[src/rtl/sdram_master_arbiter.sv]
// Two-port Avalon-MM arbiter in front of the SDRAM master: round-robin grant with lock,
// hold limit and outstanding-read tracking so read returns reach the port that issued them.
module sdram_master_arbiter #(
    parameter int unsigned ADDR_WIDTH      = 32,
    parameter int unsigned DATA_WIDTH      = 32,
    parameter int unsigned MAX_OUTSTANDING = 8,
    parameter int unsigned MAX_HOLD        = 64
) (
    input  logic                  clk,
    input  logic                  reset,

    input  logic [ADDR_WIDTH-1:0] p0_address,
    input  logic                  p0_read,
    input  logic                  p0_write,
    input  logic [DATA_WIDTH-1:0] p0_writedata,
    input  logic                  p0_lock,
    output logic                  p0_waitrequest,
    output logic [DATA_WIDTH-1:0] p0_readdata,
    output logic                  p0_readdatavalid,

    input  logic [ADDR_WIDTH-1:0] p1_address,
    input  logic                  p1_read,
    input  logic                  p1_write,
    input  logic [DATA_WIDTH-1:0] p1_writedata,
    input  logic                  p1_lock,
    output logic                  p1_waitrequest,
    output logic [DATA_WIDTH-1:0] p1_readdata,
    output logic                  p1_readdatavalid,

    output logic [ADDR_WIDTH-1:0] master_address,
    output logic                  master_read,
    output logic                  master_write,
    output logic [DATA_WIDTH-1:0] master_writedata,
    input  logic                  master_waitrequest,
    input  logic [DATA_WIDTH-1:0] master_readdata,
    input  logic                  master_readdatavalid,

    output logic [1:0]            grant,
    output logic                  err_underflow
);

    localparam int unsigned OUT_W  = $clog2(MAX_OUTSTANDING + 1);
    localparam int unsigned HOLD_W = $clog2(MAX_HOLD + 1);

    typedef enum logic [1:0] {IDLE, GRANT0, GRANT1, DRAIN} state_t;

    state_t              state;
    logic [OUT_W-1:0]    outstanding;
    logic [HOLD_W-1:0]   hold_cnt;
    logic                last_grant;
    logic                owner;

    logic                req0, req1;
    logic                in_grant, sel;
    logic                cur_read, cur_write, cur_lock, cur_req, oth_req;
    logic [ADDR_WIDTH-1:0] cur_address;
    logic [DATA_WIDTH-1:0] cur_writedata;
    logic                full, release_c, issue_ok, cur_wait;
    logic                accept, inc, dec;
    logic [OUT_W-1:0]    out_next;
    logic                arb_valid, arb_port;

    // Owner mux, stall/release decisions and read-return routing.
    always_comb begin
        req0          = p0_read | p0_write;
        req1          = p1_read | p1_write;
        in_grant      = (state == GRANT0) || (state == GRANT1);
        sel           = (state == GRANT1);
        cur_read      = sel ? p1_read      : p0_read;
        cur_write     = sel ? p1_write     : p0_write;
        cur_lock      = sel ? p1_lock      : p0_lock;
        cur_address   = sel ? p1_address   : p0_address;
        cur_writedata = sel ? p1_writedata : p0_writedata;
        cur_req       = sel ? req1 : req0;
        oth_req       = sel ? req0 : req1;

        full      = (outstanding == OUT_W'(MAX_OUTSTANDING));
        release_c = in_grant && !cur_lock &&
                    (!cur_req || ((hold_cnt == HOLD_W'(MAX_HOLD)) && oth_req));
        // A releasing owner issues nothing in its last granted cycle.
        issue_ok  = in_grant && !release_c;

        master_read      = issue_ok && cur_read && !full;
        master_write     = issue_ok && cur_write;
        master_address   = in_grant ? cur_address   : '0;
        master_writedata = in_grant ? cur_writedata : '0;

        cur_wait       = !issue_ok || master_waitrequest || (cur_read && full);
        p0_waitrequest = (state == GRANT0) ? cur_wait : 1'b1;
        p1_waitrequest = (state == GRANT1) ? cur_wait : 1'b1;

        accept = (master_read || master_write) && !master_waitrequest;
        inc    = accept && master_read;
        dec    = master_readdatavalid && (outstanding != '0);

        p0_readdatavalid = dec && !owner;
        p1_readdatavalid = dec && owner;
        p0_readdata      = master_readdata;
        p1_readdata      = master_readdata;

        out_next = outstanding;
        if (inc && !dec) begin
            out_next = outstanding + OUT_W'(1);
        end else if (!inc && dec) begin
            out_next = outstanding - OUT_W'(1);
        end

        arb_valid = req0 || req1;
        arb_port  = (req0 && req1) ? !last_grant : req1;
    end

    always_ff @(posedge clk) begin
        if (reset) begin
            state         <= IDLE;
            outstanding   <= '0;
            hold_cnt      <= '0;
            last_grant    <= 1'b1;
            owner         <= 1'b0;
            grant         <= 2'b00;
            err_underflow <= 1'b0;
        end else begin
            outstanding <= out_next;
            if (master_readdatavalid && (outstanding == '0)) begin
                err_underflow <= 1'b1;
            end
            case (state)
                IDLE: begin
                    if (arb_valid) begin
                        state    <= arb_port ? GRANT1 : GRANT0;
                        owner    <= arb_port;
                        grant    <= arb_port ? 2'b10 : 2'b01;
                        hold_cnt <= '0;
                    end
                end
                GRANT0, GRANT1: begin
                    if (release_c) begin
                        last_grant <= sel;
                        hold_cnt   <= '0;
                        grant      <= 2'b00;
                        state      <= (out_next == '0) ? IDLE : DRAIN;
                    end else if (accept && (hold_cnt != HOLD_W'(MAX_HOLD))) begin
                        hold_cnt <= hold_cnt + HOLD_W'(1);
                    end
                end
                DRAIN: begin
                    if (out_next == '0) begin
                        state <= IDLE;
                    end
                end
                default: state <= IDLE;
            endcase
        end
    end

endmodule
[config.mk]
export PLATFORM = sky130hd
export DESIGN_NAME = sdram_master_arbiter
export DESIGN_NICKNAME = d
export VERILOG_FILES = /design/src/rtl/sdram_master_arbiter.sv
export SDC_FILE = /design/constraint.sdc
export NUM_CORES = 1
export LEC_CHECK = 0
export BUFFER_PORTS_ARGS = -buffer_cell sky130_fd_sc_hd__buf_4
export CAP_MARGIN = 25
export CORE_AREA = 2 2 120 122
export CTS_CLUSTER_DIAMETER = 50
export DETAILED_ROUTE_END_ITERATION = 6
export DIE_AREA = 0 0 122 124
export PLACE_DENSITY = 0.58
export SETUP_SLACK_MARGIN = 0.3
export SYNTH_ARGS = -nofsm -noshare
export SYNTH_HDL_FRONTEND = slang
export SYNTH_SLANG_ARGS = --single-unit
[constraint.sdc]
create_clock -name clk -period 4.1 [get_ports clk]
set_clock_uncertainty 0.2 [all_clocks]
set_input_delay 0.82 -clock clk [delete_from_list [all_inputs] [get_ports clk]]
set_output_delay 0.82 -clock clk [all_outputs]
set_load 0.02 [all_outputs]
==> flow_metrics.env <==
export IMPL_outcome="complete, no violations"
export IMPL_setup_slack_at_placement_ns=0.728
export IMPL_grt_max_degree=70
export IMPL_fin_tns_setup_ns=0
export IMPL_worst_slack_ns=0.594
export IMPL_initial_utilization_pct=21.6
export IMPL_r2r_start="state[1]"
export IMPL_timing_max_transition_violations_final=0
export IMPL_routed_via_count=3067
export IMPL_cts_setup_buffers=0
export IMPL_post_synth_instance_area_um2=2970
export IMPL_io_pin_count=307
export IMPL_power_switching_mw=1.30
export IMPL_routed_via_density=4.46
export IMPL_dp_hpwl_um=9760
export IMPL_antenna_cells=0
export IMPL_path_clk_slew_ns=0.05
export IMPL_count_of_flip_flops_with_a_built_in_enable_after_synthesis=0
export IMPL_fp_row_count=43
export IMPL_core_area_um2=13700
export IMPL_setup_worst_path_class="reg2out"
export IMPL_tritoncts_num_buffers=3
export IMPL_synth_sequential_area_ratio_pct=12.1
export IMPL_critical_path_peak_fanout=69
export IMPL_maxCapViolCount=0
export IMPL_synth_warning_count=0
export IMPL_hold_path_startpoint="err_underflow"
export IMPL_worst_slew_pin_slew_ns=0.649
export IMPL_p_per_area_nw_per_um2=611
export IMPL_clock_insertion_delay_worst_skew_ns=0.25
export IMPL_routed_wirelength_um=11400
export IMPL_timing_fmax_mhz=285
export IMPL_number_of_storage_elements_in_the_synthesis_netlist=18
export IMPL_grt_pass1_wl_um=15500
export IMPL_groute_usage_overall_pct=13.2
export IMPL_ir_drop_mv=0.308
export IMPL_switching_portion_of_total_power_pct=49.2
export IMPL_first_global_vias=2786
export IMPL_cts_root_buffer_type="clkbuf_16"
export IMPL_cts_repair_resize_count=0
export IMPL_seqPwrFrac_pct=10.0
export IMPL_postSynth_asyncResetShare_pct=0
export IMPL_clockPowerShare_pct=8.2
export IMPL_synthesis_instances=376
export IMPL_fin_cells=688
export IMPL_globalplace_congestion=0.774
export IMPL_worst_ep_arrival_time_ns=2.49
export IMPL_numPlacedInstances=684
export IMPL_critPathLaunchType="flop"
export IMPL_finalSetupViolCount=0
export IMPL_worstPathRequired_ns=3.08
export IMPL_clock_sinks=18
export IMPL_post_route_cells_drive_above_1_share_pct=47.0
export IMPL_drc=0
export IMPL_placement_cell_area_um2=4250
export IMPL_num_nets_final=687
export IMPL_die_area_um2=15100
export IMPL_comb_power_share_pct=81.8
export IMPL_synth_ff_type="dfxtp_1"
export IMPL_worst_r2r_path_depth=11
export IMPL_clock_tree_from_tritoncts="yes"
export IMPL_cts_hold_buf=0
export IMPL_syn_nets=554
export IMPL_whs_path_depth=2
export IMPL_first_pass_iters=4
export IMPL_r2r_slack_ns=0.85
export IMPL_number_of_antenna_violations_at_the_first_check_in_global_routing=0
export IMPL_numPortBuffers=210
export IMPL_dr_first_iter_drc_count=89
export IMPL_min_delay_worst_endpoint="err_underflow"
export IMPL_finish_instance_area_um2=4340
export IMPL_timing_final_crit_period_ns=3.51
export IMPL_hold_ws_ns=0.284
export IMPL_rsz0062_at_grt="no"
export IMPL_final_period_utilization_pct=85.5
export IMPL_crit_reg2reg_capture="state[0]"
export IMPL_min_path_type="reg2reg"
export IMPL_critPathCaptureType="output pin"
export IMPL_synth_lib_cells_used_distinct=54
export IMPL_cts_max_level=1
export IMPL_intPower_mw=1.35
export IMPL_grt_overflow_total=0
export IMPL_die_w_um=122
export IMPL_cts_root_to_sink_buffers=2
export IMPL_areaGrowthSynthToFinish_pct=46.1
export IMPL_hold_viol=0
export IMPL_syn_avg_cell_area_um2=7.90
export IMPL_drt_antenna_violating_nets=0
export IMPL_chipHeight_um=124
export IMPL_drt_wirelength_per_cell_um=16.6
export IMPL_power_leakage_nw=1.90
export IMPL_slew_headroom_pct=56.7
-- cells by family after synthesis --
| family | after synthesis | synth area share [%] |
|---|---|---|
| DFF | 18 | 12.1 |
| AOI/OAI and AO/OA | 57 | 15.0 |
| muxes | 68 | 23.0 |
| xor gates and xnor gates | 3 | 0.885 |
| adders and majority gates | 8 | 3.37 |
| buffers and inverters | 93 | 19.9 |
| and+or+nand+nor | 129 | 25.7 |
-- per-layer routing --
metal | track usage (%) | part of all wire (%)
met1 | 15.6 | 38
met2 | 24.2 | 52
met3 | 3.34 | 8.7
met4 | 2.37 | 0.80
met5 | 0 | 0
-- worst max-delay path, stage by stage (launching register included) --
cell,delay [ns]
dfxtp_1,0.38
inv_1,0.11
ha_2,0.40
buf_4,0.45
and2_1,0.30
o31a_1,0.28
o211ai_1,0.13
buf_4,0.19
-- layout make-up --
cell class                      count  area [um^2]
Inverter                            7         26.3
Timing Repair Buffer              214         1610
Fill cell                        1462         9380
Clock buffer                        4         88.8
Multi-Input combinational cell    265         2030
Tap cell                          180          225
Sequential cell                    18          360
-- Yosys cell counts (all sizes together), types with 2 or more instances --
| cell type | number | share of area, % |
|---|---|---|
| buf | 72 | 17 |
| nor2b | 68 | 14 |
| mux2i | 67 | 23 |
| nor2 | 21 | 2.7 |
| dfxtp | 18 | 12 |
| clkbuf | 14 | 1.8 |
| nand2 | 13 | 1.6 |
| a21oi | 11 | 1.9 |
| o21ai | 10 | 1.7 |
| ha | 8 | 3.4 |
| inv | 7 | 0.89 |
| a311oi | 6 | 2.2 |
| a31oi | 5 | 1.1 |
| nand3 | 5 | 0.84 |
| nand2b | 4 | 0.84 |
| o211ai | 4 | 1.2 |
| a221oi | 3 | 1.1 |
| nand3b | 3 | 0.76 |
| nor4 | 3 | 1.1 |
| a211oi | 2 | 0.67 |
| a21o | 2 | 0.51 |
| a22oi | 2 | 0.51 |
| a31o | 2 | 0.59 |
| and2 | 2 | 0.42 |
| nor3 | 2 | 0.51 |
| o21a | 2 | 0.51 |
| or2 | 2 | 0.42 |
| xnor2 | 2 | 0.59 |
-- worst max-delay path by stage --
stage / start / to / slack, ns / depth (start not counted)
after floorplan: p1_write / master_read / 0.91 / 5
after global placement: p1_write / p1_waitrequest / 0.75 / 6
after detailed placement: p1_write / state[0] / 0.73 / 10
after CTS: state[1] / p1_waitrequest / 0.56 / 7
final: state[1] / p1_waitrequest / 0.59 / 7
after global routing: state[0] / p1_waitrequest / 0.40 / 7
-- layout by cell type, fill, tap and decap left out, types with 2 or more instances in the layout --
cell type,synthesis,layout
o21a_1,2,2
and2_1,2,2
a31oi_1,5,5
o211ai_1,3,3
clkbuf_16,0,3
nor2_1,20,20
nor2b_1,68,68
a221oi_1,2,2
dfxtp_1,18,18
a311oi_1,4,4
nand3_1,5,5
a21oi_1,11,11
a22oi_1,2,2
buf_4,64,214
inv_1,7,7
nor4_1,2,2
a31o_2,2,2
nand2b_1,4,4
ha_1,8,6
xnor2_1,2,2
nand2_1,13,13
o21ai_0,10,10
a311oi_2,2,2
mux2i_1,67,67
a21o_1,2,2
nand3b_1,3,3
-- power groups by stage --
stage / Sequential (mW) / Combinational, mW / Clock [mW]
after CTS: 0.267 / 2.19 / 0.221
final: 0.266 / 2.17 / 0.216
after global placement: 0.270 / 2.16 / 0
after floorplan: 0.261 / 1.51 / 0
after global routing: 0.275 / 2.34 / 0.233
after detailed placement: 0.271 / 2.18 / 0
-- registers in the layout, summed over array words and instances (netlist names) --
register	count
state	2
owner	1
hold_cnt	7
outstanding	4
grant	2
err_underflow	1
last_grant	1
-- per-stage QoR --
stage	util, %	power, mW
6_report	31.6	2.65
5_1_grt	31.6	2.84
4_1_cts	31.6	2.68
3_5_place_dp	31.0	2.45
3_3_place_gp	31.0	2.43
2_1_floorplan	-	1.77
Note: power is estimated with default switching activity, not from simulation.
